[src/rtl/vram_arbiter.sv]
// Shares the PPU video RAM between the rendering fetch unit and CPU PPUDATA accesses.
// Optional palette mirroring is enabled by defining VRAM_ARB_PAL_MIRROR_EN.
module vram_arbiter #(
    parameter int unsigned STARVE_MAX = 7,
    parameter int unsigned STARVE_W   = 4
) (
    input  logic        clock,
    input  logic        reset,
    input  logic        ren_req,
    input  logic [13:0] ren_addr,
    output logic        ren_stall,
    output logic        ren_valid,
    output logic [7:0]  ren_data,
    input  logic        cpu_req,
    input  logic        cpu_we,
    input  logic [13:0] cpu_addr,
    input  logic [7:0]  cpu_wdata,
    output logic        cpu_busy,
    output logic        cpu_ack,
    output logic [7:0]  cpu_rdata,
    output logic        ram_we,
    output logic [15:0] ram_w_addr,
    output logic [7:0]  ram_w_data,
    output logic [13:0] ram_r_addr,
    input  logic [7:0]  ram_r_data
);

    typedef enum logic [1:0] {StIdle, StPend, StAck} state_e;

    localparam logic [STARVE_W-1:0] StarveMax = STARVE_W'(STARVE_MAX);

    state_e              state_q, state_d;
    logic [STARVE_W-1:0] starve_q, starve_d;
    logic                lat_we_q, lat_we_d;
    logic [13:0]         lat_addr_q, lat_addr_d;
    logic [7:0]          lat_wdata_q, lat_wdata_d;
    logic                ren_valid_q;
    logic [7:0]          ren_data_q;
    logic [7:0]          cpu_rdata_q;
    logic                grant;
    logic                cpu_slot;
    logic                ren_take;

    // Palette entries 0x10/14/18/1C alias the backdrop entries 0x00/04/08/0C.
    function automatic logic [13:0] pal_map(input logic [13:0] a);
        logic [13:0] r;
        r = a;
`ifdef VRAM_ARB_PAL_MIRROR_EN
        if (a[13:8] == 6'h3F && a[1:0] == 2'b00) begin
            r[4] = 1'b0;
        end
`endif
        return r;
    endfunction

    always_comb begin
        state_d     = state_q;
        starve_d    = starve_q;
        lat_we_d    = lat_we_q;
        lat_addr_d  = lat_addr_q;
        lat_wdata_d = lat_wdata_q;
        grant       = 1'b0;
        unique case (state_q)
            StIdle: begin
                if (cpu_req) begin
                    state_d     = StPend;
                    lat_we_d    = cpu_we;
                    lat_addr_d  = cpu_addr;
                    lat_wdata_d = cpu_wdata;
                end
            end
            StPend: begin
                if (!ren_req || starve_q == StarveMax) begin
                    grant    = 1'b1;
                    state_d  = StAck;
                    starve_d = '0;
                end else if (starve_q != StarveMax) begin
                    starve_d = starve_q + 1'b1;
                end
            end
            StAck: begin
                state_d = StIdle;
            end
            default: begin
                state_d = StIdle;
            end
        endcase
    end

    // Gating with reset keeps the RAM and renderer untouched while reset is held.
    always_comb begin
        cpu_slot   = grant & reset;
        ren_stall  = ren_req & cpu_slot;
        ren_take   = ren_req & ~ren_stall;
        ram_we     = cpu_slot & lat_we_q;
        ram_w_addr = {2'b00, pal_map(lat_addr_q)};
        ram_w_data = lat_wdata_q;
        ram_r_addr = (cpu_slot && !lat_we_q) ? pal_map(lat_addr_q) : pal_map(ren_addr);
    end

    always_ff @(posedge clock) begin
        if (!reset) begin
            state_q     <= StIdle;
            starve_q    <= '0;
            lat_we_q    <= 1'b0;
            lat_addr_q  <= '0;
            lat_wdata_q <= '0;
            ren_valid_q <= 1'b0;
            ren_data_q  <= '0;
            cpu_rdata_q <= '0;
        end else begin
            state_q     <= state_d;
            starve_q    <= starve_d;
            lat_we_q    <= lat_we_d;
            lat_addr_q  <= lat_addr_d;
            lat_wdata_q <= lat_wdata_d;
            ren_valid_q <= ren_take;
            if (ren_take) begin
                ren_data_q <= ram_r_data;
            end
            if (cpu_slot && !lat_we_q) begin
                cpu_rdata_q <= ram_r_data;
            end
        end
    end

    assign ren_valid = ren_valid_q;
    assign ren_data  = ren_data_q;
    assign cpu_rdata = cpu_rdata_q;
    assign cpu_busy  = (state_q != StIdle);
    assign cpu_ack   = (state_q == StAck);

endmodule

[config.mk]
export PLATFORM = sky130hd
export DESIGN_NAME = vram_arbiter
export DESIGN_NICKNAME = d
export VERILOG_FILES = /design/src/rtl/vram_arbiter.sv
export SDC_FILE = /design/constraint.sdc
export NUM_CORES = 1
export LEC_CHECK = 0
export ABC_AREA = 1
export CAP_MARGIN = 20
export CORE_ASPECT_RATIO = 0.7
export CORE_MARGIN = 4
export CORE_UTILIZATION = 39
export DETAILED_ROUTE_END_ITERATION = 16
export GPL_ROUTABILITY_DRIVEN = 0
export HOLD_SLACK_MARGIN = 0.08
export PLACE_DENSITY_LB_ADDON = 0.12
export SLEW_MARGIN = 40
export SYNTH_ARGS = -nofsm -noshare
export SYNTH_HDL_FRONTEND = slang
export SYNTH_SLANG_ARGS = --single-unit
[constraint.sdc]
create_clock -name clock -period 1.5 [get_ports clock]
set_input_delay 0.15 -clock clock [delete_from_list [all_inputs] [get_ports clock]]
set_output_delay 0.15 -clock clock [all_outputs]
set_load 0.05 [all_outputs]
# ---- After elaboration in Yosys (flattened, before gate mapping)
# Cells that the tools add are included.
dict set report word_totals {
  ff_bits 46
  input_bits 49
  output_inout_bits 59
  word_cells 38
}
dict set report op_classes {
  add_sub_neg 1
  n_eq_ne 6
  n_mux 8
  bitwise 5
  n_reduce_logical 10
}
# cell count
set ops {}
lappend ops {{two-way mux 14 bit} 1}
lappend ops {{two-way mux 4 bit} 2}
lappend ops {{AND reduction 2 bit} 3}
lappend ops {{adder 4 x 1 -> 4 bit (second input constant)} 1}
lappend ops {{AND 1 bit} 4}
lappend ops {{== test 4 x 3 -> 1 bit (second input constant)} 1}
lappend ops {{two-way mux 2 bit} 2}
lappend ops {{!= test 2 bit (second input constant)} 2}
lappend ops {{!= test 4 x 3 -> 1 bit (second input constant)} 1}
lappend ops {{case mux 2 bit (2 select lines)} 1}
lappend ops {{nonzero test 2 bit} 2}
lappend ops {{== test 2 x 1 -> 1 bit (second input constant)} 1}
lappend ops {{== test 2 bit (second input constant)} 1}
lappend ops {{logical NOT 1 bit} 2}
lappend ops {{logical NOT 2 bit} 1}
lappend ops {{two-way mux 1 bit} 2}
lappend ops {{logical AND 1 bit} 1}
lappend ops {{logical OR 1 bit} 1}
lappend ops {{NOT 1 bit} 1}

# ---- Depth between registers and ports, before layout
# Gate-level depths: netlist of run 1.
dict set report logic_depth {
  word_depth 8
  mapped_depth 9
  depth_no_buf 8
}

# ---- Worst setup path after synthesis of run 1
# Ideal clock, no wire load.
dict set report synth_timing {
  path_kind {reg-to-output}
  from {reg starve_q[0]}
  to {out ram_r_addr[0]}
  arrival_ns 1.510
  t_required_ns 1.350
  setup_slack_ns -0.160
  path_stages_with_launch 9
  n_path_buf 1
  path_cell_list {dfxtp_1 ha_1 nand3_2 nand2_4 nand3_4 nor2_4 buf_6 nand2_1 nand2_1}
}
dict set report synth_between {
  elab_chain_len 7
}
# element line_no
set synth_rtl {}
lappend synth_rtl {{start, declared} 33} ;# logic [STARVE_W-1:0] starve_q, starve_d;
lappend synth_rtl {{start signal, assigned} 113} ;# starve_q <= starve_d;
lappend synth_rtl {{== test 4 x 3 -> 1 bit} 73} ;# if (!ren_req || starve_q == StarveMax) begin
lappend synth_rtl {{logical OR 1 bit} 73}
lappend synth_rtl {{two-way mux 1 bit} 73}
lappend synth_rtl {{two-way mux 1 bit} 63} ;# unique case (state_q)
lappend synth_rtl {{AND 1 bit} 92} ;# cpu_slot = grant & reset;
lappend synth_rtl {{logical AND 1 bit} 98} ;# ram_r_addr = (cpu_slot && !lat_we_q) ? pal_map(lat_addr_q) : pal_map(ren_addr);
lappend synth_rtl {{two-way mux 14 bit} 98}
lappend synth_rtl {{end, declared} 24} ;# output logic [13:0] ram_r_addr,
# Every way passes these cells.

# ---- Worst setup path in the final report of run 1
dict set report layout_timing {
  from {reg starve_q[0]}
  to {out ram_r_addr[11]}
}
# The elaborated chain is that of the path after synthesis.

==> results of run 1 <==
routing by layer:
| layer | routed length, um | GRT usage |
|---|---|---|
| met5 | 0 | 0 |
| met4 | 88 | 0.0560 |
| met3 | 511 | 0.0609 |
| met2 | 3110 | 0.331 |
| met1 | 2750 | 0.244 |
metrics by stage:
stage	utilization	cells	setup TNS (ns)	power (mW)
after global placement	0.697	479	-3.25	2.52
after detailed placement	0.697	479	-3.82	2.54
final	0.767	493	-5.85	3.49
after CTS	0.755	490	-6.12	3.50
after floorplan	-	302	-0.158	2.06
after global routing	0.767	493	-7.77	3.63
cells by family (layout without fill, tap and decap cells):
group,Yosys count,in the layout
other cells,1,2
simple gates,174,175
xor+xnor,2,2
flops,46,46
fa+ha+maj,1,1
buf+inv,49,170
compound gates,28,28
synth_stat cells (all sizes together):
| cell | count | share of area |
|---|---|---|
| nand3 | 13 | 0.045 |
| o21ai | 24 | 0.058 |
| nor2 | 52 | 0.11 |
| clkinv | 1 | 0.0018 |
| xor2 | 2 | 0.0084 |
| a21oi | 4 | 0.0097 |
| nand4 | 1 | 0.0030 |
| nand2 | 108 | 0.20 |
| conb | 1 | 0.0018 |
| clkbuf | 4 | 0.0072 |
| inv | 32 | 0.058 |
| buf | 12 | 0.045 |
| ha | 1 | 0.0060 |
| dfxtp | 46 | 0.44 |
timing repair:
| action | 4_1_cts | 5_1_grt |
|---|---|---|
| endpoints found under the setup margin | 23 | 24 |
| cloned | 1 | 0 |
| gates resized for setup | 35 | 11 |
| setup buffers | 2 | 4 |
| pin swaps | 10 | 11 |
| hold buffers | 0 | 0 |
final timing paths:
path                            slack (ns)              to  cells past startpoint
worst min-delay path                  0.41    cpu_rdata[4]                      3
worst max-delay path                 -0.34  ram_r_addr[11]                     10
worst max register to register       -0.13    cpu_rdata[5]                     12
worst min register to register        0.49   ram_w_data[0]                      2
worst max-delay path, cell delays in order (launching register included):
cell and delay, ns:
dfxtp_2 0.36, ha_4 0.15, nand3_4 0.07, nand2_4 0.10
nand2_4 0.06, nor2_4 0.10, buf_12 0.13, nand2_8 0.11
nand2_4 0.11, nand2_4 0.05, buf_12 0.14
layout make-up:
cell class	instances	area, um^2
Timing Repair Buffer	129	1360
Multi-Input combinational cell	208	1200
Fill cell	360	1150
Sequential cell	46	923
Inverter	33	124
Tap cell	69	86.3
Clock buffer	6	72.6
Clock inverter	2	37.5
power groups by stage:
stage / Clock, mW / Sequential, mW / Combinational, mW
floorplan: 0 / 1.67 / 0.386
global route: 0.985 / 1.38 / 1.26
global placement: 0 / 1.39 / 1.13
finish: 0.920 / 1.37 / 1.20
CTS: 0.941 / 1.37 / 1.19
detailed placement: 0 / 1.40 / 1.14
sequential cells by signal, summed over array words and instances (netlist names):
signal,cells
lat_addr_q,14
cpu_rdata,8
ram_w_data,8
ren_data,8
starve_q,4
state_q,2
lat_we_q,1
ren_valid,1
==> impl_metrics.tcl, run 1 <==
set metrics [dict create \
    routed_wl_mm 6.46 \
    mostFrequentLayoutCell "nand2_1" \
    power.density_nw_per_um2 915 \
    fp.coreArea_um2 4970 \
    required_ns 1.35 \
    clk_latency_ns 0.30 \
    initial_core_util 0.418 \
    cts_num_sinks 46 \
    grt_usage 0.198 \
    dp_hpwl_mm 4.82 \
    layout_worst_path_cycle_share 1.22 \
    path_max_fanout 8 \
    p_leak_nw 1.84 \
    area_growth_pct 83.7 \
    startpoint "starve_q[0]" \
    crit_path_start_kind "flip-flop" \
    clock_skew_ns 0.00830 \
    fin_crit_ns 1.84 \
    port_buffers 105 \
    num_antenna_cells 0 \
    p_switching_mw 1.20 \
    firstDrtPassIters 4 \
    drcViolationCount 0 \
    syn_inst 301 \
    synthAdderAreaFrac 0.00603 \
    final_layout_size_suffix_gt1_frac 0.330 \
    cts_max_level 2 \
    ant_nets 0 \
    grt_pass1_wl_mm 10.2 \
    pre_cts_slack_ns -0.241 \
    first_global_vias 2084 \
    cts_buffers 5 \
    syn_area_um2 2070 \
    max_freq_mhz 544 \
    grt_start_max_net_pins 23 \
    synth_top_family_by_area "simple AND/OR/NAND/NOR gates" \
    root_buffer "clkbuf_8" \
    rows 21 \
    clk_path_buf_depth 2 \
    endpoint_kind "primary output" \
    fin_area_um2 3810 \
    synth_xor_area_frac 0.00844 \
    power_frac_comb 0.343 \
    drt-wirelength-per-cell_um 13.1 \
    power_switching_share 0.344 \
    setup_viol 24 \
    die_w_um 95.2 \
    viasPerCell 4.49 \
    setup_slack_ns -0.337 \
    layout_common_cells "nand2_1 (73), buf_4 (57), nor2_1 (48), clkdlybuf4s50_1 (48), dfxtp_1 (44)" \
    die_h_um 69.0 \
    arrival_ns 1.69 \
    synthMuxAreaShare 0 \
    min_path_type "input pin to flip-flop" \
    yosysWarnings 0 \
    cts_tree "built" \
    synth_cell_types 24 \
    slew_viol_final 0 \
    p_clk_frac 0.264 \
    worstSetupPathType "flip-flop to primary output" \
    internal-power_mw 2.29 \
    drv_cap 0 \
    ys_ff_latch 46 \
    outcome "complete, but fails checks" \
    drt_iter0_markers 36 \
    synth_compound_area_frac 0.0676 \
    p_seq_frac 0.394 \
    violations "negative setup slack" \
    die-area_um2 6570 \
    antenna_found_initial 0 \
    vias 2212 \
    hold_viol_final 0 \
    holdWs_ns 0.415 \
    synthSimpleGateAreaFrac 0.361 \
    path_clk_slew_ns 0.09 \
    r2r-start "starve_q[0]" \
    io_pins 108 \
    dpl_cell_area_um2 3460 \
    grt_overflow 0 \
    hold_path_startpoint "ram_r_data[4]" \
    fin_nets 473 \
    ys_seq_area_frac 0.444 \
    syn_area_per_cell_um2 6.89 \
    peakVddDrop_mv 0.636 \
    grt_setup_unrepaired "yes" \
]
Note: power is estimated with default switching activity, not from simulation.
==> inputs of run 2 (changes only) <==
--- a/config.mk
+++ b/config.mk
@@ -8,7 +8,7 @@
 export ABC_AREA = 1
 export CAP_MARGIN = 20
 export CORE_ASPECT_RATIO = 0.7
-export CORE_MARGIN = 4
+export CORE_MARGIN = 8
 export CORE_UTILIZATION = 39
 export DETAILED_ROUTE_END_ITERATION = 16
 export GPL_ROUTABILITY_DRIVEN = 0
==> impl_metrics.tcl, run 2 (synthesis gave the netlist of run 1 again) <==
set metrics [dict create \
    grt_setup_unrepaired "yes" \
    cpMostUsedCell "nand2_4" \
    viasPerCell 4.52 \
    max_freq_mhz 545 \
    layout_common_cells "nand2_1 (65), buf_4 (62), nor2_1 (48), clkdlybuf4s50_1 (48), dfxtp_1 (43)" \
    violations "negative setup slack" \
    outcome "complete, but fails checks" \
    die_h_um 77.0 \
    power.density_nw_per_um2 910 \
    min_to "cpu_rdata[3]" \
    path_max_fanout 8 \
    fin_crit_ns 1.83 \
    top_register "lat_addr_q" \
    path_clk_slew_ns 0.10 \
    r2r-start "starve_q[0]" \
    clk_latency_ns 0.30 \
    min_path_type "input pin to flip-flop" \
    antenna_found_initial 0 \
    setup_slack_ns -0.334 \
    cts_buffers 5 \
    root_buffer "clkbuf_8" \
    port_buffers 105 \
    p_leak_nw 1.89 \
    fp.coreArea_um2 5170 \
    r2r_slack_ns -0.06 \
    slew_viol_final 0 \
    area_growth_pct 88.1 \
    routed_wl_mm 7.11 \
    largest_reg_flops 14 \
    required_ns 1.35 \
    setup_viol 23 \
    grt_overflow 0 \
    peakVddDrop_mv 0.703 \
    cts_num_sinks 46 \
    crit_path_max_incr_delay_ns 0.36 \
    rr_worst_depth 11 \
    arrival_ns 1.68 \
    clk_path_buf_depth 2 \
    worstSetupPathType "flip-flop to primary output" \
    final_layout_size_suffix_gt1_frac 0.363 \
    dp_hpwl_mm 5.18 \
    die_w_um 103 \
    crit_path_start_kind "flip-flop" \
    pre_cts_slack_ns -0.226 \
    fillers 412 \
    io_pins 108 \
    holdBufCountCts 0 \
    firstDrtPassIters 4 \
    grt_usage 0.178 \
    mostFrequentLayoutCell "nand2_1" \
    fin_nets 479 \
    ant_nets 0 \
    drv_cap 0 \
    initial_core_util 0.401 \
    die-area_um2 7950 \
    final_cells 502 \
    path_cells "ha_4 -> nand3_4 -> nand2_4 -> nand2_4 -> nor2_4 -> nand2_8 -> buf_12 -> nand2_4 -> nand2_4 -> buf_12" \
    drt_iter0_markers 72 \
    dp.cells 485 \
    first_global_vias 2250 \
    fin_util 0.754 \
    endpoint_kind "primary output" \
    cp_slowest_cell "dfxtp_2" \
    hold_path_depth 3 \
    cts_tree "built" \
    grt_pass1_wl_mm 11.3 \
    hold_viol_final 0 \
    r2r-end "cpu_rdata[4]" \
    drcViolationCount 0 \
    grt_start_max_net_pins 24 \
    cts_max_level 2 \
    rows 22 \
    clock_skew_ns 0.00664 \
    num_antenna_cells 0 \
    layout_worst_path_cycle_share 1.22 \
    hold_path_startpoint "ram_r_data[3]" \
    drt-wirelength-per-cell_um 14.2 \
    vias 2267 \
]
[run 2: area by class of cell]
cell class,instances,area [um^2],share of cell area
repair buffers,136,1440,0.368
multi-input cells,207,1210,0.310
flip-flops and latches,46,925,0.237
inverters,33,124,0.0318
well taps,72,90.1,0.0231
clock buffers,5,68.8,0.0176
clock inverters,3,48.8,0.0125
[run 2: how the worst max path moves through the flow]
stage,start,end,slack [ns]
after global routing,starve_q[0],ram_r_addr[13],-0.42
after CTS,starve_q[1],ram_r_addr[13],-0.38
after detailed placement,reset,ram_r_addr[4],-0.23
final,starve_q[0],ram_r_addr[13],-0.33
after floorplan,starve_q[0],ram_r_addr[0],-0.05
after global placement,reset,ram_r_addr[9],-0.20
[run 2: per-layer routing]
layer	wire length, um	GRT usage	share of wire	up-vias
met5	0	0	0	-
met4	60	0.0360	0.0084	0
met3	604	0.0469	0.085	6
met2	3400	0.304	0.48	76
met1	3050	0.218	0.43	1025
li1	-	-	-	1160
[run 2: per-stage QoR]
stage,TNS [ns],hold WS (ns),power (mW),area [um^2]
final,-5.36,0.416,3.55,3900
after floorplan,-0.158,0.260,2.06,2180
after global placement,-3.46,0.464,2.54,3490
after detailed placement,-3.93,0.474,2.55,3490
after CTS,-6.13,0.407,3.55,3840
after global routing,-7.33,0.427,3.70,3900
[run 2: where the power goes]
| part | leakage (nW) | internal, mW | total [mW] | switching [mW] |
|---|---|---|---|---|
| Sequential | 0.381 | 1.31 | 1.37 | 0.0621 |
| Combinational | 1.46 | 0.490 | 1.22 | 0.727 |
| Clock | 0.0563 | 0.508 | 0.961 | 0.453 |
| Total | 1.89 | 2.31 | 3.55 | 1.24 |
[run 2: critical path: cells and delay by family, from the launching register on]
kind | cells | cell delay, ns
AND/OR/NAND/NOR | 7 | 0.56
adder cells (fa/ha/maj) | 1 | 0.15
buffers and inverters | 2 | 0.30
flip-flops | 1 | 0.36
[run 2: timing repair]
| item | in CTS | in global routing |
|---|---|---|
| pin swaps | 17 | 10 |
| gates cloned | 0 | 1 |
| buffers inserted | 7 | 4 |
| gates resized for setup | 48 | 13 |
| endpoints found under the setup margin | 23 | 33 |
==> inputs of run 3 (changes only) <==
--- a/config.mk
+++ b/config.mk
@@ -14,7 +14,7 @@
 export GPL_ROUTABILITY_DRIVEN = 0
 export HOLD_SLACK_MARGIN = 0.08
 export PLACE_DENSITY_LB_ADDON = 0.12
-export SLEW_MARGIN = 40
+export SLEW_MARGIN = 15
 export SYNTH_ARGS = -nofsm -noshare
 export SYNTH_HDL_FRONTEND = slang
 export SYNTH_SLANG_ARGS = --single-unit
==> results of run 3 <==
The final DEF is identical to that of run 2; final timing and power are the same.
